File: config.mk
export PLATFORM = sky130hd
export DESIGN_NAME = hazard_ctrl
export DESIGN_NICKNAME = d
export VERILOG_FILES = /design/src/rtl/cpu_types_pkg.sv /design/src/rtl/sat_counter.sv /design/src/rtl/hazard_ctrl.sv
export SDC_FILE = /design/constraint.sdc
export NUM_CORES = 1
export LEC_CHECK = 0
export BUFFER_PORTS_ARGS = -buffer_cell sky130_fd_sc_hd__clkbuf_2
export CAP_MARGIN = 20
export CORE_ASPECT_RATIO = 0.6
export CORE_MARGIN = 2
export CORE_UTILIZATION = 45
export DETAILED_ROUTE_END_ITERATION = 10
export GPL_ROUTABILITY_DRIVEN = 0
export PLACE_DENSITY = 0.77
export SLEW_MARGIN = 20
export SYNTH_ARGS = -nofsm -noshare
export SYNTH_HDL_FRONTEND = slang
export SYNTH_SLANG_ARGS = --single-unit
File: constraint.sdc
create_clock -name CLK -period 1.9 [get_ports CLK]
set_input_delay 0 -clock CLK [delete_from_list [all_inputs] [get_ports CLK]]
set_output_delay 0 -clock CLK [all_outputs]
set_load 0.05 [all_outputs]
File: src/rtl/cpu_types_pkg.sv
// Shared pipeline types: register index, hazard controller state, counter width.
// Pure declarations; no logic.
package cpu_types_pkg;
  localparam int REGW_DEF = 5;
  localparam int HZ_CNT_W = 16;

  typedef logic [REGW_DEF-1:0] regbits_t;

  typedef enum logic [1:0] {
    IDLE  = 2'd0,
    LU    = 2'd1,
    MWAIT = 2'd2
  } hz_state_t;
endpackage

File: src/rtl/sat_counter.sv
// Saturating up-counter with synchronous clear; count updates one cycle after inc.
// Holds at all-ones instead of wrapping; clear wins over inc.
module sat_counter #(
  parameter int CNT_W = 16
) (
  input  logic             clk,
  input  logic             clear,
  input  logic             inc,
  output logic [CNT_W-1:0] count
);

  always_ff @(posedge clk) begin
    if (clear) begin
      count <= '0;
    end else if (inc && (count != {CNT_W{1'b1}})) begin
      count <= count + CNT_W'(1);
    end
  end

endmodule

File: src/rtl/hazard_ctrl.sv
// Pipeline hazard/stall controller: load-use bubbles, branch flush, dmem freeze, fetch-miss hold.
// Outputs are combinational from inputs and registered state (zero latency); mem wait freezes all latches.
module hazard_ctrl
  import cpu_types_pkg::*;
#(
  parameter int REGW     = 5,
  parameter int LU_STALL = 1,
  parameter int CNT_W    = HZ_CNT_W
) (
  input  logic             CLK,
  input  logic             nRST,
  input  logic [REGW-1:0]  id_rs,
  input  logic [REGW-1:0]  id_rt,
  input  logic             id_use_rs,
  input  logic             id_use_rt,
  input  logic             ex_lw,
  input  logic [REGW-1:0]  ex_wsel,
  input  logic             ihit,
  input  logic             mem_req,
  input  logic             dhit,
  input  logic             ex_br_taken,
  output logic             pc_en,
  output logic             ifid_en,
  output logic             idex_en,
  output logic             exmem_en,
  output logic             memwb_en,
  output logic             ifid_flush,
  output logic             idex_flush,
  output logic [CNT_W-1:0] lu_stall_cnt,
  output logic [CNT_W-1:0] mem_stall_cnt
);

  localparam logic [1:0] S_IDLE  = 2'(IDLE);
  localparam logic [1:0] S_LU    = 2'(LU);
  localparam logic [1:0] S_MWAIT = 2'(MWAIT);
  localparam logic [1:0] LU_LOAD = 2'(LU_STALL - 1);

  logic [1:0] state, state_nxt, eff_state;
  logic [1:0] cnt, cnt_nxt;
  logic       lu_hz, mem_wait, lu_inc, mem_inc;
  logic [6:0] ctl;

  assign lu_hz = ex_lw && (ex_wsel != '0) &&
                 ((id_use_rs && (id_rs == ex_wsel)) || (id_use_rt && (id_rt == ex_wsel)));
  assign mem_wait = mem_req && !dhit;

  // Leaving MWAIT behaves exactly like the state that was frozen, recovered from cnt.
  assign eff_state = (state == S_MWAIT) ? ((cnt != 2'd0) ? S_LU : S_IDLE) : state;

  always_comb begin
    ctl       = 7'b1111100;
    state_nxt = S_IDLE;
    cnt_nxt   = cnt;
    lu_inc    = 1'b0;
    mem_inc   = 1'b0;
    if (mem_wait) begin
      ctl       = 7'b0000000;
      state_nxt = S_MWAIT;
      mem_inc   = 1'b1;
    end else if (ex_br_taken) begin
      ctl       = 7'b1111111;
      cnt_nxt   = 2'd0;
    end else if ((eff_state == S_LU) || lu_hz) begin
      ctl    = 7'b0011101;
      lu_inc = 1'b1;
      if (eff_state == S_LU) begin
        cnt_nxt   = cnt - 2'd1;
        state_nxt = (cnt == 2'd1) ? S_IDLE : S_LU;
      end else if (LU_STALL > 1) begin
        cnt_nxt   = LU_LOAD;
        state_nxt = S_LU;
      end
    end else if (!ihit) begin
      ctl = 7'b0111110;
    end
    if (!nRST) begin
      ctl = 7'b0000000;
    end
  end

  assign {pc_en, ifid_en, idex_en, exmem_en, memwb_en, ifid_flush, idex_flush} = ctl;

  always_ff @(posedge CLK) begin
    if (!nRST) begin
      state <= S_IDLE;
      cnt   <= 2'd0;
    end else begin
      state <= state_nxt;
      cnt   <= cnt_nxt;
    end
  end

  sat_counter #(.CNT_W(CNT_W)) u_lu_cnt (
    .clk   (CLK),
    .clear (!nRST),
    .inc   (lu_inc),
    .count (lu_stall_cnt)
  );

  sat_counter #(.CNT_W(CNT_W)) u_mem_cnt (
    .clk   (CLK),
    .clear (!nRST),
    .inc   (mem_inc),
    .count (mem_stall_cnt)
  );

endmodule

# Yosys cells after proc, flatten, opt, wreduce, memory -nomap -nowiden
# Cells that the tools add are included.
# classes
add_sub_neg,3
n_mul,0
n_div,0
n_lt_le_gt_ge,0
eq_ne,7
n_shift,0
n_mux,19
n_bitwise,4
reduce_logical,16
# op_table
op,count
$mux 7,5
$add 16x1->16 const B,2
$ne 16x16->1 const B,2
$eq 5x5->1,2
$mux 2,5
$mux 1,9
$logic_and 1x1->1,7
$reduce_bool 2->1,3
$reduce_bool 5->1,1
$reduce_or 5->1,1
$eq 2x1->1 const B,2
$not 1->1,4
$reduce_and 3->1,1
$eq 2x2->1 const B,1
$logic_or 1x1->1,2
$sub 2x1->2 const B,1
$logic_not 1->1,1
# word_totals
register_bits,36
latchBits,0
ram_bits,0
rom_bits,0
in_bits,24
out_inout_bits,39
wordCells,54
memories,0

# Longest topological paths before layout
# logic_depth
depth_word,9
depth_mapped,9
mapped_depth_nobuf,8

# Modules after synthesis
# From an unflattened synthesis, not the netlist that was laid out.
# hier_totals
cells_unflattened,258
hier_area_um2,2147.1
# modules_own_cells
mod,n_inst,cells_each,area_each_um2,seq_area_each_um2
sat_counter,2,99,848.3,320.3
hazard_ctrl,1,60,450.4,80.1

# Least setup slack after synthesis
# Ideal clock, no wire load.
# synth_timing
path_kind,register to register
from,register u_mem_cnt.count[0]
to,register u_mem_cnt.count[11]
setup_time_ps,70
arrival_ps,2043
t_required_ps,1830
path_slack_ps,-212
stages_incl_launch_ff,9
path_buffers,0
synth_period_minus_slack_ps,2112
path_cell_list,dfxtp_1 -> ha_1 -> and3_1 -> and4_4 -> nor2_4 -> and3_1 -> nand2_1 -> or3_1 -> a21oi_1
# synth_between
elab_chain_len,2
elab_cells_between_ends,3
classes_between,1 x add/sub; 1 x eq/ne; 1 x reduce/logical
# synth_lines
item,line,text
from (decl),sat_counter.sv:9,output logic [CNT_W-1:0] count
from (signal assigned),sat_counter.sv:16,count <= count + CNT_W'(1);
"parallel branches: the longest is 2 deep, another holds $add 16x1->16",-,
# Several ways; the timed one is not identified.
# A chain may end at the register's enable or synchronous reset.

# Final worst setup path
# layout_timing
from,register cnt[1]
to,register u_lu_cnt.count[11]
# layout_between
elab_chain_len,9
# layout_lines
item,line,text
from (decl),hazard_ctrl.sv:39,"logic [1:0] cnt, cnt_nxt;"
from (signal assigned),hazard_ctrl.sv:89,cnt <= cnt_nxt;
$reduce_bool 2->1,hazard_ctrl.sv:48,assign eff_state = (state == S_MWAIT) ? ((cnt != 2'd0) ? S_LU : S_IDLE) : state;
$mux 1,hazard_ctrl.sv:48,
$mux 2,hazard_ctrl.sv:48,
$eq 2x1->1,hazard_ctrl.sv:63,end else if ((eff_state == S_LU) || lu_hz) begin
$logic_or 1x1->1,hazard_ctrl.sv:63,
$mux 1,hazard_ctrl.sv:63,
$mux 1,hazard_ctrl.sv:60,end else if (ex_br_taken) begin
$mux 1,hazard_ctrl.sv:56,if (mem_wait) begin
$logic_and 1x1->1,sat_counter.sv:15,end else if (inc && (count != {CNT_W{1'b1}})) begin
to (signal assigned),sat_counter.sv:16,
to (decl),sat_counter.sv:9,
# No other way between the ends.

==> impl_metrics.yaml <==
drt:
  dr_wl_met3_um: 224
  first_pass_iters: 4
  drt_iter0_markers: 102
  wl_met2_mm: 2.12
  ant_nets: 0
  drcViolationCount: 0
  routed_wl_mm: 4.93
  wl_met1_mm: 2.57
  vias: 1874
  highest_layer: "met4"
  wire_per_inst_um: 13.4
  vias_per_cell: 5.08
synthesis:
  yosysUniqueCellTypes: 36
  synth-seq-cells: 36
  async_reset_ff_frac: 0
  synthCells: 225
  synth_top_family_by_area: "simple AND/OR/NAND/NOR gates"
  synth_compound_area_frac: 0.0639
  syn_nets: 253
  synth.avg_cell_area_um2: 8.44
  synth_edf_count: 0
  synth-main-ff-cell: "dfxtp_1"
  synthXorXnorAreaFrac: 0.134
  syn_area_mm2: 0.00190
  synthMuxAreaShare: 0.0475
  ys_warn_count: 0
  ys_seq_area_frac: 0.380
  synthSimpleGateAreaFrac: 0.309
  synth_adder_area_share: 0.0264
sta:
  fmaxAchievable_mhz: 543
  fin_worst_skew_ns: 0.00515
  finalMaxSlewViolations: 0
  min_period_over_period: 0.969
  worst_pin_slew_ns: 0.515
  setup_viol: 0
  final.min_clock_period_ns: 1.84
  slew_headroom: 0.656
  timing.hold.ws_ns: 0.144
  final-hold-violation-count: 0
setup_path:
  crit_buf_inv: 2
  arrival_ns: 2.02
  rrSetupSlack_ns: 0.06
  worst_path_largest_cell_delay_ns: 0.33
  reg2reg_to: "u_lu_cnt.count[11]$_SDFFE_PN0P_"
  reg2regPathDepth: 9
  reg2reg_from: "cnt[1]$_SDFFE_PN0P_"
  crit_chain: "inv_1 > ha_1 > nand2b_1 > mux2i_4 > a21oi_4 > buf_4 > nor2_2 > nand4_1 > mux2i_1"
  crit_path_max_fanout: 5
  endpoint_kind: "flip-flop"
  required_ns: 2.08
  crit_type: "reg2reg"
  cpMaxStageDelayCell: "dfxtp_1"
  path_delay_family: "simple AND/OR/NAND/NOR gates"
  cp-start-kind: "flip-flop"
floorplan:
  placementRows: 18
  core_area_mm2: 0.00408
  start_util: 0.466
  die_height_um: 54.3
  ioPinCount: 63
  die_width_um: 87.8
  die-area_mm2: 0.00477
place:
  hpwl_mm: 3.51
  placed_cell_area_mm2: 0.00240
  place.port_buffers: 62
final_layout:
  antennaDiodeCount: 0
  stdcell_area_mm2: 0.00259
  fillers: 344
  drive_gt1_frac: 0.417
  syn_to_final_growth_pct: 36.5
  final_util: 0.636
  final_nets: 336
power:
  power_density_mw_per_mm2: 573
  p_leak_nw: 1.13
  power_switching_w: 0.000400
  swShare: 0.270
  internal_power_w: 0.00108
  clkPwrFrac: 0.356
  pwr-share-seq: 0.513
  ir_worst_vdd_uv: 367
  pwr-share-comb: 0.132
job:
  maxCapViolCount: 0
run_status:
  status: "finished, final reports clean"
worst_hold_path:
  holdPathStages: 4
  hold_class: "in2reg"
  min_to: "state[1]$_SDFF_PN0_"
  hp-start: "mem_req"
cts:
  path_clk_slew_ns: 0.07
  htree_num_levels: 2
  cts_buffers: 5
  cts_buffer_depth: 2
  cts_tree: "done"
  cts_root_buffer: "clkbuf_8"
  insertion_delay_ns: 0.28
  cts.sinks: 36
grt:
  globalRouteOverflowTotal: 0
  grt_pass1_wl_mm: 7.48
  grt_max_degree: 29
  grt_use_total: 0.207
  antenna_found_initial: 0
  grt_pass1_vias: 1584
[power groups by stage]
stage / clock (W) / sequential (W) / combinational (W)
floorplan: 0 / 0.000788 / 0.000107
global placement: 0 / 0.000778 / 0.000178
detailed placement: 0 / 0.000778 / 0.000181
CTS: 0.000534 / 0.000761 / 0.000187
global route: 0.000568 / 0.000762 / 0.000210
finish: 0.000528 / 0.000761 / 0.000196
[per-layer routing]
| layer | track usage | vias up |
|---|---|---|
| met5 | 0 | - |
| met4 | 0.0615 | 0 |
| met3 | 0.0528 | 4 |
| met2 | 0.298 | 39 |
| met1 | 0.302 | 892 |
| li1 | - | 939 |
[registers in the layout (all words and copies together) (netlist names)]
| signal | flops |
|---|---|
| state | 2 |
| u_mem_cnt.count | 16 |
| cnt | 2 |
| u_lu_cnt.count | 16 |
[cell families after synthesis]
family                   count (synthesis)
AO/OA/AOI/OAI                           20
XOR/XNOR                                29
adder cells (fa/ha/maj)                  4
buffers and inverters                   16
flip-flops                              36
multiplexers                             9
AND/OR/NAND/NOR                        111
[cell usage in the layout, fill, tap and decap left out, drive strengths merged]
cell,n
nor4,1
and2,1
o21ai,8
nor4b,1
mux2i,9
ha,4
nor3,5
xnor2,21
or3,5
and4,5
clkinv,1
nor3b,1
nand2,21
nand4,12
nand2b,9
clkbuf,66
o31ai,1
or4,1
o22ai,1
dlygate4sd3,1
buf,22
xor2,8
inv,9
nor2,33
dfxtp,36
a21oi,11
and3,6
nand3,10
[tightest hold or removal path, stage by stage]
cell and delay [ns]:
clkbuf_2 0.08, nand2b_1 0.10, buf_4 0.16, nor2_1 0.04
[through the flow]
stage | setup TNS [ns] | instances | total power (W) | worst slack [ns]
6_report | 0 | 369 | 0.00148 | 0.0594
5_1_grt | -0.0254 | 369 | 0.00154 | -0.0231
4_1_cts | 0 | 366 | 0.00148 | 0.0173
3_5_place_dp | -0.0141 | 357 | 0.000958 | -0.0141
3_3_place_gp | 0 | 357 | 0.000955 | 0.0697
2_1_floorplan | -0.227 | 225 | 0.000895 | -0.0489
[worst max path at each step]
stage | start | endpoint | slack (ns) | depth (start not counted)
6_report | cnt[1]$_SDFFE_PN0P_ | u_lu_cnt.count[11]$_SDFFE_PN0P_ | 0.06 | 9
5_1_grt | cnt[1]$_SDFFE_PN0P_ | u_lu_cnt.count[11]$_SDFFE_PN0P_ | -0.02 | 9
4_1_cts | cnt[1]$_SDFFE_PN0P_ | pc_en | 0.02 | 8
3_5_place_dp | ex_wsel[1] | ifid_flush | -0.01 | 8
3_3_place_gp | ex_wsel[2] | u_lu_cnt.count[11]$_SDFFE_PN0P_ | 0.07 | 10
2_1_floorplan | u_mem_cnt.count[0]$_SDFFE_PN0P_ | u_mem_cnt.count[9]$_SDFFE_PN0P_ | -0.05 | 8
[cell type report]
class	instances	area, um^2	share of cell area
Timing Repair Buffer	82	465	0.180
Clock buffer	7	76.3	0.0295
Sequential cell	36	752	0.290
Tap cell	60	75.1	0.0290
Inverter	9	33.8	0.0130
Multi-Input combinational cell	174	1180	0.457
Clock inverter	1	5.00	0.00193
[synthesized netlist by cell type (2+ instances only)]
cell,instances,area (um^2)
dfxtp_1,36,721
nor2_1,31,116
nand2_1,21,78.8
xnor2_1,21,184
nand4_1,12,75.1
a21oi_1,9,45.0
mux2i_1,9,90.1
nand2b_1,9,56.3
nand3_1,9,45.0
inv_1,8,30.0
xor2_1,8,70.1
o21ai_0,7,35.0
and3_1,6,37.5
or3_1,5,31.3
and4_1,4,35.0
ha_1,4,50.1
nor3_1,4,20.0
clkbuf_1,3,11.3
buf_4,2,15.0
[repair_timing]
| item | in CTS | in global routing |
|---|---|---|
| pin swaps | 0 | 5 |
| resized for setup | 6 | 13 |
| endpoints found under the setup margin | 5 | 16 |
| gates cloned | 0 | 1 |
| setup buffers | 0 | 2 |
| hold buffers | 1 | 0 |
| hold endpoints to repair | 1 | 0 |
(Power assumes the default switching activity.)
